<file path="src/rtl/alu_if.sv">
// alu_if: request/response bundle between the operand path and the execute-stage ALU.
interface alu_if #(
    parameter int DATA_W = 8,
    parameter int IMM_W  = 3
);
    logic              in_valid;
    logic              in_ready;
    logic              alusrc;
    logic [3:0]        alu_op;
    logic [DATA_W-1:0] read_data1;
    logic [DATA_W-1:0] read_data2;
    logic [IMM_W-1:0]  imm;
    logic              out_valid;
    logic              out_ready;
    logic [DATA_W-1:0] alu_result;
    logic [DATA_W-1:0] imm_sext;
    logic [DATA_W-1:0] opb_mux;
    logic              zero;
    logic              overflow;
    logic              illegal_op;
    modport master (
        output in_valid, alusrc, alu_op, read_data1, read_data2, imm, out_ready,
        input  in_ready, out_valid, alu_result, imm_sext, opb_mux, zero, overflow, illegal_op
    );
    modport slave (
        input  in_valid, alusrc, alu_op, read_data1, read_data2, imm, out_ready,
        output in_ready, out_valid, alu_result, imm_sext, opb_mux, zero, overflow, illegal_op
    );
endinterface

</file>
<file path="src/rtl/alu_multicycle.sv">
// alu_multicycle: handshaked execute-stage ALU with iterative shifts.
// Define ALU_MULT_EN to add the shift-add multiply (op 1011); otherwise 1011 is illegal.
module alu_multicycle #(
    parameter int DATA_W = 8,
    parameter int IMM_W  = 3
) (
    input  logic clk,
    input  logic rst_n,
    alu_if.slave bus
);
    localparam int SHW = $clog2(DATA_W);
    localparam int CW  = SHW + 1;
    localparam logic [3:0] OP_SLL = 4'b0111;
    localparam logic [3:0] OP_SRL = 4'b1000;
    localparam logic [3:0] OP_SRA = 4'b1001;
`ifdef ALU_MULT_EN
    localparam logic [3:0] OP_MUL = 4'b1011;
`endif

    typedef enum logic [1:0] {
        IDLE,
        SHIFT,
`ifdef ALU_MULT_EN
        MUL,
`endif
        DONE
    } state_t;

    state_t            state_q, state_d;
    logic [3:0]        op_q, op_d;
    logic [CW-1:0]     cnt_q, cnt_d;
    logic [DATA_W-1:0] w_q, w_d, res_q, res_d, imm_q, imm_d, opb_q, opb_d;
    logic              zero_q, zero_d, ovf_q, ovf_d, ill_q, ill_d;
`ifdef ALU_MULT_EN
    logic [2*DATA_W-1:0] prod_q, prod_d, mc_q, mc_d, prod_nx;
    logic [DATA_W-1:0]   mp_q, mp_d;
`endif

    logic [DATA_W-1:0] imm_x, opb, a, add, sub, sc_r, step;
    logic [SHW-1:0]    amt;
    logic              sc_ov, sc_ill, is_shift, add_ov, sub_ov;

    assign imm_x    = {{(DATA_W-IMM_W){bus.imm[IMM_W-1]}}, bus.imm};
    assign opb      = bus.alusrc ? imm_x : bus.read_data2;
    assign a        = bus.read_data1;
    assign amt      = opb[SHW-1:0];
    assign add      = a + opb;
    assign sub      = a - opb;
    assign add_ov   = (a[DATA_W-1] == opb[DATA_W-1]) && (add[DATA_W-1] != a[DATA_W-1]);
    assign sub_ov   = (a[DATA_W-1] != opb[DATA_W-1]) && (sub[DATA_W-1] != a[DATA_W-1]);
    assign is_shift = (bus.alu_op == OP_SLL) || (bus.alu_op == OP_SRL) || (bus.alu_op == OP_SRA);
    assign step     = op_q == OP_SLL ? w_q << 1 :
                      op_q == OP_SRL ? w_q >> 1 : {w_q[DATA_W-1], w_q[DATA_W-1:1]};
`ifdef ALU_MULT_EN
    assign prod_nx  = mp_q[0] ? prod_q + mc_q : prod_q;
`endif

    always_comb begin
        sc_r   = '0;
        sc_ov  = 1'b0;
        sc_ill = 1'b0;
        case (bus.alu_op)
            4'b0000, 4'b0100, 4'b0101, 4'b0110: begin
                sc_r  = add;
                sc_ov = add_ov;
            end
            4'b0001: begin
                sc_r  = sub;
                sc_ov = sub_ov;
            end
            4'b0010: sc_r = a & opb;
            4'b0011: sc_r = a | opb;
            OP_SLL, OP_SRL, OP_SRA: sc_r = a;
            4'b1010: sc_r = {{(DATA_W-1){1'b0}}, $signed(a) < $signed(opb)};
`ifdef ALU_MULT_EN
            OP_MUL: sc_r = '0;
`endif
            default: sc_ill = 1'b1;
        endcase
    end

    always_comb begin
        state_d = state_q;
        op_d    = op_q;
        cnt_d   = cnt_q;
        w_d     = w_q;
        res_d   = res_q;
        imm_d   = imm_q;
        opb_d   = opb_q;
        zero_d  = zero_q;
        ovf_d   = ovf_q;
        ill_d   = ill_q;
`ifdef ALU_MULT_EN
        prod_d  = prod_q;
        mc_d    = mc_q;
        mp_d    = mp_q;
`endif
        case (state_q)
            IDLE: if (bus.in_valid) begin
                op_d    = bus.alu_op;
                imm_d   = imm_x;
                opb_d   = opb;
                w_d     = a;
                cnt_d   = {1'b0, amt};
                state_d = (is_shift && amt != '0) ? SHIFT : DONE;
`ifdef ALU_MULT_EN
                if (bus.alu_op == OP_MUL) begin
                    prod_d  = '0;
                    mc_d    = {{DATA_W{1'b0}}, a};
                    mp_d    = opb;
                    cnt_d   = CW'(DATA_W);
                    state_d = MUL;
                end
`endif
                // Result and flags only change when the result becomes valid
                if (state_d == DONE) begin
                    res_d  = sc_r;
                    zero_d = sc_r == '0;
                    ovf_d  = sc_ov;
                    ill_d  = sc_ill;
                end
            end
            SHIFT: begin
                w_d   = step;
                cnt_d = cnt_q - CW'(1);
                if (cnt_q == CW'(1)) begin
                    state_d = DONE;
                    res_d   = step;
                    zero_d  = step == '0;
                    ovf_d   = 1'b0;
                    ill_d   = 1'b0;
                end
            end
`ifdef ALU_MULT_EN
            MUL: begin
                prod_d = prod_nx;
                mc_d   = mc_q << 1;
                mp_d   = mp_q >> 1;
                cnt_d  = cnt_q - CW'(1);
                if (cnt_q == CW'(1)) begin
                    state_d = DONE;
                    res_d   = prod_nx[DATA_W-1:0];
                    zero_d  = prod_nx[DATA_W-1:0] == '0;
                    ovf_d   = |prod_nx[2*DATA_W-1:DATA_W];
                    ill_d   = 1'b0;
                end
            end
`endif
            DONE: state_d = bus.out_ready ? IDLE : DONE;
            default: state_d = IDLE;
        endcase
    end

    always_ff @(posedge clk or negedge rst_n) begin
        if (!rst_n) begin
            state_q <= IDLE;
            op_q    <= '0;
            cnt_q   <= '0;
            w_q     <= '0;
            res_q   <= '0;
            imm_q   <= '0;
            opb_q   <= '0;
            zero_q  <= 1'b0;
            ovf_q   <= 1'b0;
            ill_q   <= 1'b0;
`ifdef ALU_MULT_EN
            prod_q  <= '0;
            mc_q    <= '0;
            mp_q    <= '0;
`endif
        end else begin
            state_q <= state_d;
            op_q    <= op_d;
            cnt_q   <= cnt_d;
            w_q     <= w_d;
            res_q   <= res_d;
            imm_q   <= imm_d;
            opb_q   <= opb_d;
            zero_q  <= zero_d;
            ovf_q   <= ovf_d;
            ill_q   <= ill_d;
`ifdef ALU_MULT_EN
            prod_q  <= prod_d;
            mc_q    <= mc_d;
            mp_q    <= mp_d;
`endif
        end
    end

    assign bus.in_ready   = state_q == IDLE;
    assign bus.out_valid  = state_q == DONE;
    assign bus.alu_result = res_q;
    assign bus.imm_sext   = imm_q;
    assign bus.opb_mux    = opb_q;
    assign bus.zero       = zero_q;
    assign bus.overflow   = ovf_q;
    assign bus.illegal_op = ill_q;
endmodule

</file>
<file path="src/flat_wrapper.sv">
// flat-port wrapper written by rule: the top's interface ports become plain ports
module alu_multicycle_flat 
#(
    parameter int DATA_W = 8,
    parameter int IMM_W  = 3
)
  (clk, rst_n, bus_in_valid, bus_alusrc, bus_alu_op, bus_read_data1, bus_read_data2, bus_imm, bus_out_ready, bus_in_ready, bus_out_valid, bus_alu_result, bus_imm_sext, bus_opb_mux, bus_zero, bus_overflow, bus_illegal_op);
  alu_if #(.DATA_W(DATA_W), .IMM_W(IMM_W)) bus_i ();
  input  logic clk;
  input  logic rst_n;
  input wire logic [$bits(bus_i.in_valid)-1:0] bus_in_valid;
  input wire logic [$bits(bus_i.alusrc)-1:0] bus_alusrc;
  input wire logic [$bits(bus_i.alu_op)-1:0] bus_alu_op;
  input wire logic [$bits(bus_i.read_data1)-1:0] bus_read_data1;
  input wire logic [$bits(bus_i.read_data2)-1:0] bus_read_data2;
  input wire logic [$bits(bus_i.imm)-1:0] bus_imm;
  input wire logic [$bits(bus_i.out_ready)-1:0] bus_out_ready;
  output wire logic [$bits(bus_i.in_ready)-1:0] bus_in_ready;
  output wire logic [$bits(bus_i.out_valid)-1:0] bus_out_valid;
  output wire logic [$bits(bus_i.alu_result)-1:0] bus_alu_result;
  output wire logic [$bits(bus_i.imm_sext)-1:0] bus_imm_sext;
  output wire logic [$bits(bus_i.opb_mux)-1:0] bus_opb_mux;
  output wire logic [$bits(bus_i.zero)-1:0] bus_zero;
  output wire logic [$bits(bus_i.overflow)-1:0] bus_overflow;
  output wire logic [$bits(bus_i.illegal_op)-1:0] bus_illegal_op;
  assign bus_i.in_valid = bus_in_valid;
  assign bus_i.alusrc = bus_alusrc;
  assign bus_i.alu_op = bus_alu_op;
  assign bus_i.read_data1 = bus_read_data1;
  assign bus_i.read_data2 = bus_read_data2;
  assign bus_i.imm = bus_imm;
  assign bus_i.out_ready = bus_out_ready;
  assign bus_in_ready = bus_i.in_ready;
  assign bus_out_valid = bus_i.out_valid;
  assign bus_alu_result = bus_i.alu_result;
  assign bus_imm_sext = bus_i.imm_sext;
  assign bus_opb_mux = bus_i.opb_mux;
  assign bus_zero = bus_i.zero;
  assign bus_overflow = bus_i.overflow;
  assign bus_illegal_op = bus_i.illegal_op;
  alu_multicycle #(.DATA_W(DATA_W), .IMM_W(IMM_W)) u_core (.clk(clk), .rst_n(rst_n), .bus(bus_i));
endmodule
</file>
<file path="config.mk">
export PLATFORM = sky130hd
export DESIGN_NAME = alu_multicycle_flat
export DESIGN_NICKNAME = d
export VERILOG_FILES = /design/src/rtl/alu_if.sv /design/src/rtl/alu_multicycle.sv /design/src/flat_wrapper.sv
export SDC_FILE = /design/constraint.sdc
export NUM_CORES = 1
export LEC_CHECK = 0
export ABC_CLOCK_PERIOD_IN_PS = 3060
export BUFFER_PORTS_ARGS = -buffer_cell sky130_fd_sc_hd__buf_2
export CAP_MARGIN = 20
export CORE_UTILIZATION = 45
export CTS_CLUSTER_SIZE = 14
export DETAILED_ROUTE_END_ITERATION = 10
export GPL_ROUTABILITY_DRIVEN = 0
export PLACE_DENSITY = 0.66
export SETUP_SLACK_MARGIN = 0.4
export SYNTH_ARGS = -nofsm -noshare
export SYNTH_HDL_FRONTEND = slang
export SYNTH_SLANG_ARGS = --single-unit
</file>
<file path="constraint.sdc">
create_clock -name clk -period 3.06 [get_ports clk]
set_input_delay 0.612 -clock clk [delete_from_list [all_inputs] [get_ports clk]]
set_output_delay 0.612 -clock clk [all_outputs]
set_load 0.05 [all_outputs]
</file>
Word-level counts from Yosys, hierarchy flattened. Cells that the tools add are included.

Bits in registers: 40. Latch bits: 0. Memory bits (writable): 0. ROM bits: 0. Bits of input ports: 28. Output and inout bits: 29. Logic and storage cells: 87. Memories: 0.

$add $sub $neg: 3. Multiply operators: 0. Div/mod/pow operators: 0. Magnitude comparators: 1. Equal/unequal tests: 23. Shift-type cells: 0. Mux-type cells: 30. Bitwise gates (word level): 2. Reductions and logical operators: 18.

Operator list (number): $mux W8 (7); $pmux W8 S6 (1); $pmux W8 S2 (2); $eq A4 B3 Y1 const B (5); $eq A4 B4 Y1 const B (4); $logic_not A8 Y1 (2); $reduce_or A11 Y1 (1); $mux W1 (9); $add A8 B8 Y8 (1); $and A8 B8 Y8 (1); $eq A4 B1 Y1 const B (2); $eq A4 B2 Y1 const B (2); $lt A8 B8 Y1 (1); $mux W2 (4); $or A8 B8 Y8 (1); $pmux W1 S2 (4); $pmux W4 S2 (1); $sub A8 B8 Y8 (1); $pmux W2 S3 (1); $reduce_and A2 Y1 (3); $eq A2 B2 Y1 const B (2); $logic_not A4 Y1 (1); $mux W4 (1); $ne A2 B1 Y1 const B (2); 13 further kinds (18).

Depth between registers and ports, before layout.
Depth after elaboration: 9. Mapped depth: 13. Mapped depth without buffers: 12.

Least setup slack after synthesis. OpenSTA, ideal clock, no wires.

Path kind: input port to flip-flop. Start: input port bus_alusrc. End: register u_core.zero_q, in the netlist u_core.bus.zero. Setup time: 0.095 ns. Arrival: 2.975 ns. Data required time: 2.965 ns. Path slack: -0.011 ns. Stages: 12. Path buffers: 1. Cells stage by stage: clkbuf_1 mux2i_1 inv_1 ha_1 inv_1 fa_1 o211ai_1 a21boi_0 a2111oi_4 nor3b_2 nand4_1 o31ai_1.

Word-level cells in the longest chain between the ends: 7. Elaborated cells between the ends (all ways): 17. Classes of those cells: add/sub (2); order compare (1); eq/ne (2); mux (6); bitwise (2); reduce/logical (4).

Ends and longest elaborated chain: from (decl) (line flat_wrapper.sv:12) `input wire logic [$bits(bus_i.alusrc)-1:0] bus_alusrc;`; $mux W8 (*) (line alu_multicycle.sv:44) `assign opb = bus.alusrc ? imm_x : bus.read_data2;`; via u_core.opb[0] (line alu_multicycle.sv:39) `logic [DATA_W-1:0] imm_x, opb, a, add, sub, sc_r, step;`; $sub A8 B8 Y8, or another cell as far along (line alu_multicycle.sv:48) `assign sub = a - opb;`; $pmux W8 S6 or $logic_and A1 B1 Y1 (tied branches) (line alu_multicycle.sv:62, alu_multicycle.sv:105); $logic_not A8 Y1 or $mux W2 (tied branches) (line alu_multicycle.sv:118, alu_multicycle.sv:105); $mux W1 or $eq A2 B2 Y1 (tied branches) (line alu_multicycle.sv:116) `if (state_d == DONE) begin`; $mux W1 or $ne A2 B1 Y1 (tied branches); $pmux W1 S2 or $reduce_and A4 Y1 (tied branches); to (signal assigned) (line alu_multicycle.sv:179) `zero_q <= zero_d;`; to (decl) (line alu_multicycle.sv:33) `logic zero_q, zero_d, ovf_q, ovf_d, ill_q, ill_d;`.

Mark *: on every way through the listed nets, which the timed path passes. The rest lies on a longest branch. The select of a mux whose other input is x is not followed. A chain may end at the register's enable or synchronous reset.

Final worst setup path. Ends and elaborated chain as after synthesis.

==> flow_metrics.tcl <==
set metrics [dict create \
    status "finished clean" \
    cts_tree "built" \
    relSlewSlack 0.393 \
    clkPwrFrac 0.107 \
    power.density_nw_per_um2 805 \
    reg2reg_depth 9 \
    cap_violations 0 \
    gr-total-overflow 0 \
    avgSynthCellArea_um2 8.63 \
    hold_class "input pin to async pin" \
    power_frac_seq 0.299 \
    rsz0062_at_grt "yes" \
    dieArea_um2 7620 \
    antennaDiodeCount 0 \
    antenna_found_initial 0 \
    finClkSkew_ns 0.00567 \
    cpMostUsedCell "inv_2" \
    cp_top_family "compound AO/OA/AOI/OAI gates" \
    ff2ff_setup_slack_ns 0.72 \
    yosys.area.top_type "dfrtp_1" \
    vias 3014 \
    end_kind "register" \
    clkSinkCount 40 \
    synth_edf_count 0 \
    drive_gt1_frac 0.306 \
    cts_buffer_depth 2 \
    max_stage_delay_ns 0.45 \
    wl_per_cell_um 16.5 \
    syn_to_final_growth_pct 22.7 \
    ys.flop_type "dfrtp_1" \
    floorplan.rows 30 \
    crit_arrival_ns 2.75 \
    worstPathMaxFanout 6 \
    syn_inst 379 \
    min_period_ns 2.54 \
    r2r-start "u_core.state_q[0]" \
    drc 0 \
    fmax_mhz 394 \
    drtIter0Drc 176 \
    switching_power_mw 1.68 \
    criticalPathCategory "input pin to register" \
    final_max_slew_viol_count 0 \
    vias_per_cell 5.61 \
    whs_ns 0.441 \
    cp.required_ns 3.27 \
    p_int_mw 1.55 \
    die_h_um 87.3 \
    syn-num-nets 439 \
    core-area_um2 6910 \
    yosys_warnings 0 \
    worst_pin_slew_ns 0.911 \
    drt-total-wl_um 8870 \
    ys_async_sr_fraction 1.00 \
    postRouteAntennaNets 0 \
    start_kind "input pin" \
    crit_buf_inv 3 \
    finalHoldViolCount 0 \
    worst_r2r_endpoint "u_core.bus.zero" \
    setup_ws_ns 0.521 \
    port_buffers 56 \
    grt_pass1_wl_um 14200 \
    cp_cell_sequence "buf_12 > mux2i_4 > inv_2 > ha_4 > inv_2 > fa_1 > xor2_1 > o22ai_1 > a221o_1 > nor3b_2 > nand4_1 > o31ai_1" \
    swShare 0.521 \
    synth_area_um2 3270 \
    cts_buffers 5 \
    synthTopCellsByArea "dfrtp_1 31%, ha_1 11%, a21oi_1 7.0%" \
    worst_path_max_delay_cell "fa_1" \
    post-place-ws_ns -0.00976 \
    ir_drop_mv 0.775 \
    combPwrFrac 0.593 \
    post-route-period-util 0.830 \
    worstSkewPairLatency_ns 0.30 \
    setup_viol 0 \
    start_util 0.474 \
    ctsRootBufferMaster "clkbuf_8" \
    synth_top_cell_area_share 0.306 \
    ys_types 63 \
    die_x_um 87.3 \
    grt_pass1_vias 2781 \
    ys_ff_latch 40 \
    path_clk_slew_ns 0.08 \
    grt_util_all_layers 0.245 \
    postLayoutCoreUtil 0.581 \
    dr.pass1.iters 6 \
    grt_start_max_net_pins 41 \
    io_pins 57 \
    htreeDepth 2 \
    hpwl_um 6880 \
    yosysSeqAreaShare 0.306 \
    nets 501 \
    p_leak_nw 1.85 \
]
## placed cells by master, fill, tap and decap left out, types with 3 or more instances in the layout
cell type and count:
o22ai_1 5, nor3_1 3, nand2_1 22, dfrtp_1 40
mux2_2 8, inv_1 30, nor3b_1 7, nand3_1 5
mux2i_1 10, nand2b_1 5, a21oi_2 3, a21oi_4 4
a22oi_1 3, nor4_1 3, nor2_1 33, nor2b_1 4
xor2_1 3, o21ai_0 18, a21o_1 5, clkbuf_8 5
a21oi_1 39, o22a_1 6, ha_1 27, buf_2 55
buf_4 25, xnor2_1 4
## kinds of logic (layout without fill, tap and decap cells)
kind of cell             after synthesis  in the layout  share of synthesized area
AND/OR/NAND/NOR                      101            101                      0.158
multiplexers                          21             21                     0.0677
buffers and inverters                 59            121                     0.0799
flip-flops                            40             40                      0.306
adder cells (fa/ha/maj)               32             32                      0.127
XOR/XNOR                               8              8                     0.0214
AO/OA/AOI/OAI                        118            118                      0.240
## power groups by stage
stage	clock (mW)	combinational (mW)	sequential, mW
after global placement	0	1.86	0.964
after detailed placement	0	1.89	0.974
after CTS	0.357	1.89	0.968
after global routing	0.377	2.06	1.00
final	0.347	1.92	0.967
after floorplan	0	1.04	1.39
## through the flow
step	total power, mW	setup TNS [ns]	cell area (µm²)	instances
floorplan	2.43	0	3450	379
global placement	2.83	0	3830	527
detailed placement	2.86	-0.00976	3830	527
CTS	3.22	0	3920	534
global route	3.44	0	4010	537
finish	3.23	0	4010	537
## state kept, by name, indices dropped and copies added, names as in the netlist
signal,flops
u_core.bus.alu_result,8
u_core.state_q,2
u_core.cnt_q,4
u_core.bus.zero,1
u_core.bus.overflow,1
u_core.w_q,8
u_core.bus.opb_mux,8
u_core.op_q,4
u_core.bus.imm_sext,3
u_core.bus.illegal_op,1
## per-layer routing
layer	track usage	up-vias	wire length, µm
met5	0	-	0
met3	0.0351	14	505
met2	0.369	103	3970
met1	0.359	1435	4190
met4	0.0849	0	192
li1	-	1462	-
## worst reg2reg max path, stage by stage (launching register included)
cell      delay, ns
dfrtp_1        0.37
buf_4          0.20
nand2b_1       0.25
nor2_2         0.13
a21boi_1       0.37
a21oi_1        0.17
buf_4          0.21
nor3b_2        0.20
nand4_1        0.12
o31ai_1        0.24
## cell type report
type / count / area, µm²
clock buffer: 5 / 68.8
clock inverter: 2 / 12.5
fill: 656 / 2890
inverter: 33 / 128
multi-input combinational: 280 / 2200
sequential: 40 / 1000
tap: 96 / 120
timing repair buffer: 81 / 483
## repair_timing
item | 4_1_cts | 5_1_grt
hold buffers | 0 | 0
pin swaps | 1 | 7
setup buffers | 0 | 3
endpoints found under the setup margin | 3 | 8
gates resized for setup | 2 | 15
## worst max path at each step
stage / start / end / slack, ns / depth (start not counted)
finish: bus_alusrc / u_core.bus.zero / 0.52 / 12
global route: bus_alusrc / u_core.bus.zero / 0.36 / 12
CTS: bus_alusrc / u_core.bus.zero / 0.40 / 12
detailed placement: bus_alusrc / u_core.bus.alu_result[5] / -0.01 / 11
global placement: bus_alusrc / u_core.bus.alu_result[5] / 0.008 / 11
floorplan: bus_alusrc / u_core.bus.zero / 0.28 / 12
## Yosys cell counts, types with 7 or more instances
cell type,number
mux2i_1,12
mux2_2,9
a21oi_1,46
dfrtp_1,40
inv_1,33
nand2_1,22
nor2_1,33
ha_1,30
nor3b_1,7
clkbuf_1,10
buf_2,7
o21ai_0,18
Power figures use the tool's default switching activity.
